## config.mk

```make
export PLATFORM = sky130hd
export DESIGN_NAME = matrix_row_driver_flat
export DESIGN_NICKNAME = d
export VERILOG_FILES = /design/src/rtl/matrix_row_driver_if.sv /design/src/rtl/matrix_row_driver.sv /design/src/flat_wrapper.sv
export SDC_FILE = /design/constraint.sdc
export NUM_CORES = 1
export LEC_CHECK = 0
export BUFFER_PORTS_ARGS = -buffer_cell sky130_fd_sc_hd__buf_2
export CORE_UTILIZATION = 55
export CTS_BUF_LIST = sky130_fd_sc_hd__clkbuf_8 sky130_fd_sc_hd__clkbuf_16
export DETAILED_ROUTE_END_ITERATION = 8
export GPL_ROUTABILITY_DRIVEN = 1
export PLACE_DENSITY_LB_ADDON = 0.05
export SETUP_SLACK_MARGIN = 0.1
export SKIP_CTS_REPAIR_TIMING = 1
export SLEW_MARGIN = 15
export SYNTH_ARGS = -nofsm -noshare
export SYNTH_HDL_FRONTEND = slang
export SYNTH_SLANG_ARGS = --single-unit
export TNS_END_PERCENT = 50
```

## constraint.sdc

```tcl
create_clock -name clock -period 2 [get_ports clock]
set_input_delay 0.1 -clock clock [delete_from_list [all_inputs] [get_ports clock]]
set_output_delay 0.1 -clock clock [all_outputs]
set_load 0.01 [all_outputs]
```

## src/rtl/matrix_row_driver_if.sv

```systemverilog
// Bundle between the column ring counter / irrigation controller and the row driver.
interface matrix_row_driver_if;
  logic [4:0] col;
  logic [1:0] image_sel;
  logic       image_req;
  logic       image_ack;
  logic [6:0] rows;
  logic       frame_start;
  logic       col_fault;

  modport master (
    output col, image_sel, image_req,
    input  image_ack, rows, frame_start, col_fault
  );

  modport slave (
    input  col, image_sel, image_req,
    output image_ack, rows, frame_start, col_fault
  );
endinterface

```

## src/rtl/matrix_row_driver.sv

```systemverilog
// Row driver for a 5-column scanned status display with mirrored images.
// Rows are blanked after every column change; image swaps land only at frame start.
module matrix_row_driver #(
  parameter int unsigned BLANK_CYCLES = 2
) (
  input  logic              clock,
  input  logic              reset,
  matrix_row_driver_if.slave bus
);

  typedef enum logic [1:0] {IDLE, BLANK, DRIVE, FAULT} state_e;

  localparam logic [3:0] BLANK_LOAD = 4'(BLANK_CYCLES - 1);

  state_e     state_q, state_d;
  logic [4:0] col_q;
  logic [3:0] cnt_q, cnt_d;
  logic [6:0] rows_q, rows_d;
  logic       ack_q, ack_d;
  logic       fs_q, fs_d;
  logic [1:0] active_q, active_d;
  logic       pend_q, pend_d;
  logic [1:0] pend_img_q, pend_img_d;

  logic       chg;
  logic       onehot;
  logic [1:0] idx;
  logic [6:0] rom_row;

  // Image ROM: three stored columns per image, the outer pairs are mirrored.
  function automatic logic [6:0] rom_lookup(input logic [1:0] img, input logic [1:0] col_idx);
    logic [6:0] r;
    case ({img, col_idx})
      4'b00_00: r = 7'h3E;
      4'b00_01: r = 7'h41;
      4'b00_10: r = 7'h41;
      4'b01_00: r = 7'h0C;
      4'b01_01: r = 7'h1E;
      4'b01_10: r = 7'h3F;
      4'b10_00: r = 7'h40;
      4'b10_01: r = 7'h60;
      4'b10_10: r = 7'h70;
      4'b11_00: r = 7'h41;
      4'b11_01: r = 7'h22;
      4'b11_10: r = 7'h1C;
      default:  r = '0;
    endcase
    return r;
  endfunction

  assign onehot  = $onehot(bus.col);
  assign chg     = (bus.col != col_q);
  assign idx     = (bus.col[4] | bus.col[0]) ? 2'd0 :
                   (bus.col[3] | bus.col[1]) ? 2'd1 : 2'd2;
  assign rom_row = rom_lookup(active_q, idx);

  // Scan FSM next state: blank countdown, drive, and illegal-column handling.
  // Rows are loaded on the BLANK->DRIVE edge so the pattern appears BLANK_CYCLES+1 edges after a change.
  always_comb begin
    state_d = state_q;
    cnt_d   = cnt_q;
    rows_d  = '0;
    case (state_q)
      IDLE: begin
        if (onehot) begin
          state_d = BLANK;
          cnt_d   = BLANK_LOAD;
        end
      end
      BLANK: begin
        if (!onehot) begin
          state_d = FAULT;
        end else if (chg) begin
          cnt_d = BLANK_LOAD;
        end else if (cnt_q == '0) begin
          state_d = DRIVE;
          rows_d  = rom_row;
        end else begin
          cnt_d = cnt_q - 4'd1;
        end
      end
      DRIVE: begin
        if (!onehot) begin
          state_d = FAULT;
        end else if (chg) begin
          state_d = BLANK;
          cnt_d   = BLANK_LOAD;
        end else begin
          rows_d = rom_row;
        end
      end
      FAULT: begin
        if (onehot) begin
          state_d = BLANK;
          cnt_d   = BLANK_LOAD;
        end
      end
      default: state_d = IDLE;
    endcase
  end

  // Frame start detection and the single-entry pending image handshake.
  // Apply happens before capture so a request held at frame start is accepted in the same cycle.
  always_comb begin
    fs_d       = (state_q != FAULT) && (bus.col == 5'b10000) && (col_q != 5'b10000);
    active_d   = active_q;
    pend_d     = pend_q;
    pend_img_d = pend_img_q;
    ack_d      = 1'b0;
    if (fs_d && pend_q) begin
      active_d = pend_img_q;
      pend_d   = 1'b0;
    end
    if (bus.image_req && !ack_q && !pend_d) begin
      pend_d     = 1'b1;
      pend_img_d = bus.image_sel;
      ack_d      = 1'b1;
    end
  end

  // Scan state, sampled column and registered row drive.
  always_ff @(posedge clock or negedge reset) begin
    if (!reset) begin
      state_q <= IDLE;
      col_q   <= '0;
      cnt_q   <= '0;
      rows_q  <= '0;
      fs_q    <= 1'b0;
    end else begin
      state_q <= state_d;
      col_q   <= bus.col;
      cnt_q   <= cnt_d;
      rows_q  <= rows_d;
      fs_q    <= fs_d;
    end
  end

  // Image registers: active image, pending slot and acknowledge pulse.
  always_ff @(posedge clock or negedge reset) begin
    if (!reset) begin
      active_q   <= '0;
      pend_q     <= 1'b0;
      pend_img_q <= '0;
      ack_q      <= 1'b0;
    end else begin
      active_q   <= active_d;
      pend_q     <= pend_d;
      pend_img_q <= pend_img_d;
      ack_q      <= ack_d;
    end
  end

  assign bus.rows        = rows_q;
  assign bus.image_ack   = ack_q;
  assign bus.frame_start = fs_q;
  assign bus.col_fault   = (state_q == FAULT);

endmodule
```

## src/flat_wrapper.sv

```systemverilog
// flat-port wrapper written by rule: the top's interface ports become plain ports
module matrix_row_driver_flat 
#(
  parameter int unsigned BLANK_CYCLES = 2
)
  (clock, reset, bus_col, bus_image_sel, bus_image_req, bus_image_ack, bus_rows, bus_frame_start, bus_col_fault);
  matrix_row_driver_if bus_i ();
  input  logic clock;
  input  logic reset;
  input wire logic [$bits(bus_i.col)-1:0] bus_col;
  input wire logic [$bits(bus_i.image_sel)-1:0] bus_image_sel;
  input wire logic [$bits(bus_i.image_req)-1:0] bus_image_req;
  output wire logic [$bits(bus_i.image_ack)-1:0] bus_image_ack;
  output wire logic [$bits(bus_i.rows)-1:0] bus_rows;
  output wire logic [$bits(bus_i.frame_start)-1:0] bus_frame_start;
  output wire logic [$bits(bus_i.col_fault)-1:0] bus_col_fault;
  assign bus_i.col = bus_col;
  assign bus_i.image_sel = bus_image_sel;
  assign bus_i.image_req = bus_image_req;
  assign bus_image_ack = bus_i.image_ack;
  assign bus_rows = bus_i.rows;
  assign bus_frame_start = bus_i.frame_start;
  assign bus_col_fault = bus_i.col_fault;
  matrix_row_driver #(.BLANK_CYCLES(BLANK_CYCLES)) u_core (.clock(clock), .reset(reset), .bus(bus_i));
endmodule
```

==> results.md, run 1 <==
* Outcome: finished clean
* Post-Synth Adder-Cell Area at 10.62%
* Largest net degree at the start of global routing at 25
* Max-slew violation count at 0
* Reg2reg start: u_core.state_q[1]$_DFFE_PN0P_
* Final setup fails at 0
* Total congestion overflow at 0
* Port Buffers at 19
* WL/cell at 14.53 um
* Skew-Pair Late Insertion Delay at 260 ps
* Fin crit share at 94.98%
* PwrDens at 930.4 nW/um^2
* Synth Register Bits at 24
* Post-synthesis simple-gate area fraction at 18.10%
* Crit path arrival time at 2080 ps
* Seq/Total Area, Yosys at 45.50%
* Chip width at 50.99 um
* Initial DRC Count at 22
* Gr usage total at 21.46%
* RSZ-0062 raised after global routing: yes
* Area leader, netlist: dfrtp_1
* Mapped Area at 1320 sq um
* Max Fclk at 0.5264 GHz
* Cts bufs inserted at 3
* CP Launch Point: bus_col[3]
* # rows at 17
* CP startpoint kind: input pin
* Worst hold slack at 57.64 ps
* Largest family of logic cells by synthesized area: simple AND/OR/NAND/NOR gates
* Leak pwr at 0.7805 nW
* Hold crit path type: in -> reg
* Slew Limit Headroom at 64.30%
* Layout cells sized above 1 at 45.57%
* Mean post-synth cell area at 10.15 sq um
* Root buffer cell: clkbuf_8
* Diodes inserted at 0
* Gpl congestion at 0.7318
* # H-tree levels at 1
* Post-layout util at 77.98%
* DP Area at 1530 sq um
* Yosys cell types at 41
* Compound-cell area share of the yosys netlist at 12.61%
* CTS tree: yes
* Die ar. at 2600 sq um
* Proportion of synthesized area in mux cells at 3.412%
* Syn Nets at 150
* Fin. Hold Viols at 0
* Initial Util at 59.10%
* Drt total wl at 2703 um
* Top cells by area, synth: dfrtp_1 45%, ha_1 7.6%, inv_1 4.0%, xnor2_1 4.0%, mux2_2 3.4%
* Clk sinks at 24
* Via count at 1032
* ANT nets after route at 0
* Nets at 179
* Pre-CTS setup slack at -342.9 ps
* Commonest cells after routing, fill and taps aside: 23 x dfrtp_1, 15 x buf_2, 9 x inv_1, 9 x buf_4
* Period minus WS final at 1900 ps
* Hold wc startpoint: bus_col[2]
* Longest Clk Path Bufs at 2
* Peak VDD IR at 0.0006975 V
* Clock-pin slew on the worst setup and hold paths at 80 ps
* Pre-antenna DRT Iters at 4
* CP Capture Type: register
* Max Clock Skew at 2.547 ps
* Vias per cell at 5.548
* Crit Path Category: in -> reg
* Synth-to-layout area growth at 31.94%
* Fill count at 143
* Most common cell after layout, fill and taps aside: dfrtp_1
* Syn. warnings at 0
* WP data required at 2180 ps
* Vias in the first global route at 992
* Ports at 20
* Die height at 50.99 um
* Initial antenna violation count at 0
* Reported max-cap violation count at 0
* Synth Area in XOR/XNOR at 3.981%
* Fraction of post-synthesis cell area in the top cell type by area at 45.50%
* Worst-margin pin slew at 535.5 ps
* CP Max Fanout at 6
* Post-route cell area at 1742 sq um
* DP HPWL at 1837 um
* Final setup margin at 100.4 ps
* First-pass GRT wire length at 4229 um
* Core area at 2233 sq um
* DRC Markers at 0
* Cell count after synthesis at 130
-- critical path, stage by stage --
cell and delay (ps):
buf_8 80, inv_4 30, ha_4 260, fa_2 200, inv_2 40, fa_1 510, nand3_2 100, or4b_4 610
a211oi_2 160
-- final timing paths --
| path | endpoint | slack [ps] | cells after the start |
|---|---|---|---|
| worst max register to register | u_core.pend_img_q[1]$_DFFE_PN0P_ | 110 | 6 |
| worst min-delay path | u_core.col_q[2]$_DFF_PN0_ | 60 | 2 |
| worst min register to register | u_core.cnt_q[1]$_DFFE_PN0P_ | 490 | 2 |
| worst max-delay path | u_core.bus.rows[3]$_DFF_PN0_ | 100 | 9 |
| min in group asynchronous | u_core.cnt_q[1]$_DFFE_PN0P_ | 350 | 2 |
| max in group asynchronous | u_core.state_q[0]$_DFFE_PN0P_ | 1270 | 2 |
-- cell usage after synthesis (all sizes together) --
cell / number
and3: 1
nand4b: 1
a211oi: 2
nand4: 2
a21o: 1
or2: 4
mux2: 4
nand2: 7
nand3: 4
o22ai: 1
nor3: 3
clkbuf: 2
nor2: 11
o41ai: 1
a31oi: 3
o31ai: 2
o22a: 1
inv: 14
xnor2: 6
nor4: 1
and2: 2
a21oi: 7
buf: 3
o21ai: 4
fa: 2
or4b: 1
o211ai: 1
nand2b: 2
o32ai: 1
o31a: 1
nor3b: 3
ha: 8
dfrtp: 24
-- layout make-up --
class	count	area [sq um]	area share, %
tap	28	35.03	2.011
multi-input combinational	87	763.2	43.82
clock inverter	1	30.03	1.724
clock buffer	3	41.29	2.371
sequential	24	601.8	34.55
timing repair buffer	29	205.2	11.78
inverter	14	65.06	3.736
-- registers in the layout, indices dropped and copies added, names as in the netlist --
register                cells
u_core.active_q             2
u_core.pend_img_q           2
u_core.bus.frame_start      1
u_core.bus.image_ack        1
u_core.cnt_q                4
u_core.col_q                5
u_core.pend_q               1
u_core.bus.rows             6
u_core.state_q              2
-- logic make-up (layout without fill, tap and decap cells) --
family / Yosys count / in the layout
AO/OA/AOI/OAI: 25 / 25
XOR/XNOR: 6 / 6
adder cells (fa/ha/maj): 10 / 10
buffers and inverters: 19 / 47
flip-flops: 24 / 24
multiplexers: 4 / 4
AND/OR/NAND/NOR: 42 / 42
-- metrics by stage --
stage / cells / TNS, ps / total power [mW]
3_5_place_dp: 180 / -2824 / 1.106
2_1_floorplan: 130 / -259.6 / 0.9474
3_3_place_gp: 180 / -2354 / 1.079
5_1_grt: 186 / 0 / 1.702
6_report: 186 / 0 / 1.621
4_1_cts: 184 / -211.9 / 1.528
-- per-layer routing --
layer  vias to the layer above  wire length, um  track usage (%)
li1                        502                -                -
met1                       504             1164            27.91
met2                        24             1446            37.06
met3                         2               74            3.571
met4                         0               18            5.093
met5                         -                0                0
-- where the power goes --
group          leakage (nW)  internal (mW)  switching (mW)  total [mW]
Sequential            0.300          0.543          0.0827       0.626
Clock                0.0357          0.267           0.154       0.421
Combinational         0.444          0.284           0.289       0.573
Total                 0.780           1.09           0.526        1.62
Note: power is estimated with default switching activity, not from simulation.
==> run 2, diff against run 1 <==
--- a/config.mk
+++ b/config.mk
@@ -5,10 +5,10 @@
 export SDC_FILE = /design/constraint.sdc
 export NUM_CORES = 1
 export LEC_CHECK = 0
-export BUFFER_PORTS_ARGS = -buffer_cell sky130_fd_sc_hd__buf_2
 export CORE_UTILIZATION = 55
 export CTS_BUF_LIST = sky130_fd_sc_hd__clkbuf_8 sky130_fd_sc_hd__clkbuf_16
 export DETAILED_ROUTE_END_ITERATION = 8
+export DONT_BUFFER_PORTS = 1
 export GPL_ROUTABILITY_DRIVEN = 1
 export PLACE_DENSITY_LB_ADDON = 0.05
 export SETUP_SLACK_MARGIN = 0.1
==> run 2 against run 1 <==
Compared with the run above:
- the run now ends with negative hold slack left
- sequential power is essentially flat
- clock skew grew 6.6 ps
- cell area shrank 7.0%
- largest power group unchanged
- largest cell class unchanged
- count of clock-buffer cells in the layout is the same
==> results.md, run 2 (synthesis results as in run 1) <==
* Outcome: complete, but fails checks
* Failing checks: negative hold slack
* Root buffer cell: clkbuf_8
* Worst hold slack at -18.18 ps
* RSZ-0062 raised after global routing: yes
* Gr usage total at 21.74%
* Gpl congestion at 0.7440
* Worst hold endpoint: u_core.pend_img_q[1]$_DFFE_PN0P_
* Vias per cell at 5.614
* CP startpoint kind: register
* Most common cell after layout, fill and taps aside: dfrtp_1
* CP Capture Type: register
* Cts bufs inserted at 3
* Crit Path Category: reg -> reg
* CP Cell Sequence: ha_2 -> nand4b_1 -> a21oi_2 -> nand2b_4 -> nor3b_4 -> mux2_2
* Reg2reg start: u_core.state_q[0]$_DFFE_PN0P_
* Slew Limit Headroom at 74.68%
* Layout cells sized above 1 at 28.67%
* Initial Util at 59.10%
* Pre-antenna DRT Iters at 4
* Final setup fails at 0
* ANT nets after route at 0
* Fin. Hold Viols at 1
* Diodes inserted at 0
* Post-route cell area at 1620 sq um
* Total congestion overflow at 0
* Max-slew violation count at 0
* Die ar. at 2600 sq um
* Leak pwr at 0.6891 nW
* Core area at 2233 sq um
* Cell family with most CP delay: simple AND/OR/NAND/NOR gates
* Synth-to-layout area growth at 22.75%
* Hold wc startpoint: bus_image_sel[1]
* Max Fclk at 0.5391 GHz
* Drt total wl at 2554 um
* Pwr Total at 1.540 mW
* First-pass GRT wire length at 4091 um
* Initial antenna violation count at 0
* Reported max-cap violation count at 0
* PwrDens at 950.7 nW/um^2
* DRC Markers at 0
* Longest Clk Path Bufs at 2
* Slowest-stage cell, CP: dfrtp_1
* WHS Path Cells at 1
* Peak VDD IR at 0.0006303 V
* Fill count at 163
* Crit path arrival time at 2020 ps
* Die height at 50.99 um
* CP Max Fanout at 4
* Reg2Reg Depth at 6
* Nets at 164
* Period minus WS final at 1855 ps
* Area of the multi-input gates at 718.2 sq um
* Hold crit path type: in -> reg
* Via count at 960
* Final setup margin at 144.9 ps
* # rows at 17
* CTS tree: yes
* Clock-pin slew on the worst setup and hold paths at 90 ps
* Layout Cells excl Fill at 171
* Ports at 20
* Register area at 600.6 sq um
* DP Cell Count at 158
* Reg2Reg Setup Slack at 140 ps
* Max Clock Skew at 9.110 ps
* DP Area at 1413 sq um
* Capturing point of the worst reg2reg path: u_core.pend_img_q[1]$_DFFE_PN0P_
* Skew-Pair Late Insertion Delay at 280 ps
* CP Launch Point: u_core.state_q[0]$_DFFE_PN0P_
* WL/cell at 14.94 um
* DP HPWL at 1794 um
* Clk sinks at 24
* WP data required at 2170 ps
* Initial DRC Count at 14
* Buf/Inv on CP at 0
* Largest net degree at the start of global routing at 25
* # H-tree levels at 1
* Max FFs per register at 6
* Fin crit share at 92.75%
* Crit-path max cell delay at 440 ps
* Commonest cells after routing, fill and taps aside: 24 x dfrtp_1, 10 x inv_1, 9 x nor2_1, 7 x dlygate4sd3_1
* Port Buffers at 0
* Chip width at 50.99 um
* Vias in the first global route at 891
* Worst-margin pin slew at 379.8 ps
* Pre-CTS setup slack at -209.4 ps
-- run 2: cell types whose count changed in the layout (fill, tap and decap cells not counted), sizes merged --
cell,before,now
dlygate4sd3,1,7
buf,28,7
-- run 2: worst reg2reg max path: stages (launching register included) --
cell and delay [ps]:
dfrtp_1 440, ha_2 210, nand4b_1 200, a21oi_2 160
nand2b_4 150, nor3b_4 220, mux2_2 370
-- run 2: stage by stage --
| step | setup TNS, ps | hold WS, ps | utilization, % |
|---|---|---|---|
| after floorplan | -259.6 | -195.6 | - |
| after detailed placement | -1301 | -195.2 | 63.25 |
| final | 0 | -18.18 | 72.55 |
| after global placement | -887.5 | -195.2 | 63.25 |
| after global routing | 0 | -25.20 | 72.55 |
| after CTS | 0 | -491.8 | 66.44 |
-- run 2: how the worst max path moves through the flow --
stage	endpoint	cells after the start
after global placement	u_core.bus.rows[3]$_DFF_PN0_	8
after floorplan	u_core.bus.rows[3]$_DFF_PN0_	9
final	u_core.pend_img_q[1]$_DFFE_PN0P_	6
after global routing	u_core.pend_img_q[1]$_DFFE_PN0P_	6
after detailed placement	u_core.state_q[0]$_DFFE_PN0P_	10
after CTS	u_core.pend_img_q[1]$_DFFE_PN0P_	6
-- run 2: layout make-up --
type | instances | area share [%]
multi-input cells | 87 | 44.32
repair buffers | 14 | 8.340
clock buffers | 3 | 2.548
inverters | 14 | 3.707
clock inverters | 1 | 1.853
well taps | 28 | 2.162
flip-flops and latches | 24 | 37.07
-- run 2: power breakdown --
group	switching [mW]	internal, mW
sequential	0.0793	0.544
clock	0.166	0.268
combinational	0.234	0.250
total	0.479	1.06
-- run 2: layer usage --
metal	wire length (um)	vias to the layer above	share of wire [%]	global-route usage, %
met2	1267	19	50	35.53
met4	53	0	2.1	8.333
met5	0	-	0	0
li1	-	472	-	-
met3	95	5	3.7	4.464
met1	1138	464	45	28.21
==> run 3, diff against run 2 <==
==> constraint.sdc (replaced) <==
create_clock -name clock -period 2.4 [get_ports clock]
set_input_delay 0.12 -clock clock [delete_from_list [all_inputs] [get_ports clock]]
set_output_delay 0.12 -clock clock [all_outputs]
set_load 0.01 [all_outputs]
==> run 3 against run 2 <==
Compared with the run above:
- critical path type is now in -> reg
- die area unchanged
- clock power down 48%
- worst setup slack better by 210 ps
- the flow now finishes without violations
- critical path depth up 4
- largest cell class unchanged
==> results.md, run 3 (synthesis results as in run 1) <==
* Outcome: finished clean
* Most common cell after layout, fill and taps aside: dfrtp_1
* Period minus WS final at 2050 ps
* CP Max Fanout at 6
* Diodes inserted at 0
* Die height at 50.99 um
* CP Capture Type: register
* Longest Clk Path Bufs at 2
* Via count at 932
* ANT nets after route at 0
* WP data required at 2530 ps
* Final setup margin at 350.1 ps
* Leak pwr at 0.6341 nW
* Post-layout util at 65.04%
* Hold crit path type: in -> reg
* Reg2Reg Depth at 7
* WL/cell at 14.08 um
* Clk sinks at 24
* Final setup fails at 0
* Fill count at 183
* Worst-margin pin slew at 649.0 ps
* Initial DRC Count at 14
* Max-slew violation count at 0
* CTS tree: yes
* Skew-Pair Late Insertion Delay at 260 ps
* Port Buffers at 0
* DP Area at 1331 sq um
* Vias per cell at 5.718
* WHS Path Cells at 1
* Gpl congestion at 0.7950
* Initial antenna violation count at 0
* Clock-pin slew on the worst setup and hold paths at 80 ps
* Commonest cells after routing, fill and taps aside: 24 x dfrtp_1, 14 x inv_1, 10 x nor2_1, 8 x ha_1, 7 x a21oi_1
* Crit Path Category: in -> reg
* Fin. Hold Viols at 0
* Max Fclk at 0.4878 GHz
* Root buffer cell: clkbuf_8
* # H-tree levels at 1
* RSZ-0062 raised after global routing: no
* Crit path arrival time at 2180 ps
* Peak VDD IR at 0.0003859 V
* Reg2Reg Setup Slack at 410 ps
* Vias in the first global route at 859
* Worst hold slack at 12.71 ps
* Worst hold endpoint: u_core.pend_img_q[1]$_DFFE_PN0P_
* Pre-antenna DRT Iters at 5
* Register area at 600.6 sq um
* Ports at 20
* Max Clock Skew at 5.266 ps
* DRC Markers at 0
* Reported max-cap violation count at 0
* Nets at 157
* Synth-to-layout area growth at 10.05%
* PwrDens at 735.1 nW/um^2
* Layout cells sized above 1 at 13.33%
* DP Cell Count at 153
* Capturing point of the worst reg2reg path: u_core.cnt_q[0]$_DFFE_PN0P_
* DP HPWL at 1720 um
* Pwr Total at 1.068 mW
* Die ar. at 2600 sq um
* Core area at 2233 sq um
* Hold wc startpoint: bus_image_sel[1]
* CP startpoint kind: input pin
* First-pass GRT wire length at 3795 um
* Total congestion overflow at 0
* Initial Util at 59.10%
* Drt total wl at 2295 um
* Gr usage total at 19.67%
* Layout Cells excl Fill at 163
* Reg2reg start: u_core.cnt_q[0]$_DFFE_PN0P_
* Chip width at 50.99 um
* Post-route setup TNS at 0 ps
* Slew Limit Headroom at 56.60%
* Fin crit share at 85.41%
* Largest net degree at the start of global routing at 25
* Area of the multi-input gates at 643.1 sq um
* Pre-CTS setup slack at 102.8 ps
* # rows at 17
* Max FFs per register at 6
* Post-route cell area at 1453 sq um
* Cts bufs inserted at 3
-- run 3: critical path: stages --
cell     delay (ps)
inv_1            20
ha_1            300
fa_1            380
inv_1            80
fa_1            420
and3_1          220
nand4_1          90
o21ai_0         140
o41ai_1         270
o21ai_0         130
-- run 3: layer usage --
metal	up-vias	share of wire [%]	track usage, %
li1	459	-	-
met1	441	49	28.02
met2	28	45	30.26
met3	4	4.6	3.869
met4	0	1.0	5.556
met5	-	0	0
-- run 3: final cells by class --
cell class	count	area share, %
Timing Repair Buffer	7	5.513
Sequential cell	24	41.34
Multi-Input combinational cell	87	44.27
Clock buffer	3	2.842
Inverter	14	3.618
Tap cell	28	2.412
-- run 3: report_power, final --
group	switching, mW	internal [mW]	total, mW
sequential	0.0610	0.453	0.514
combinational	0.171	0.156	0.327
clock	0.115	0.112	0.227
-- run 3: worst max path at each step --
stage                                      startpoint                       endpoint  slack, ps  cells past startpoint
after floorplan                            bus_col[0]  u_core.state_q[0]$_DFFE_PN0P_        240                     10
after global placement                     bus_col[0]    u_core.cnt_q[0]$_DFFE_PN0P_        180                      9
after detailed placement                   bus_col[0]  u_core.state_q[0]$_DFFE_PN0P_        100                     10
after CTS                                  bus_col[0]  u_core.state_q[0]$_DFFE_PN0P_        360                     10
after global routing      u_core.cnt_q[0]$_DFFE_PN0P_    u_core.cnt_q[0]$_DFFE_PN0P_        150                      7
final                                      bus_col[0]  u_core.state_q[0]$_DFFE_PN0P_        350                     10
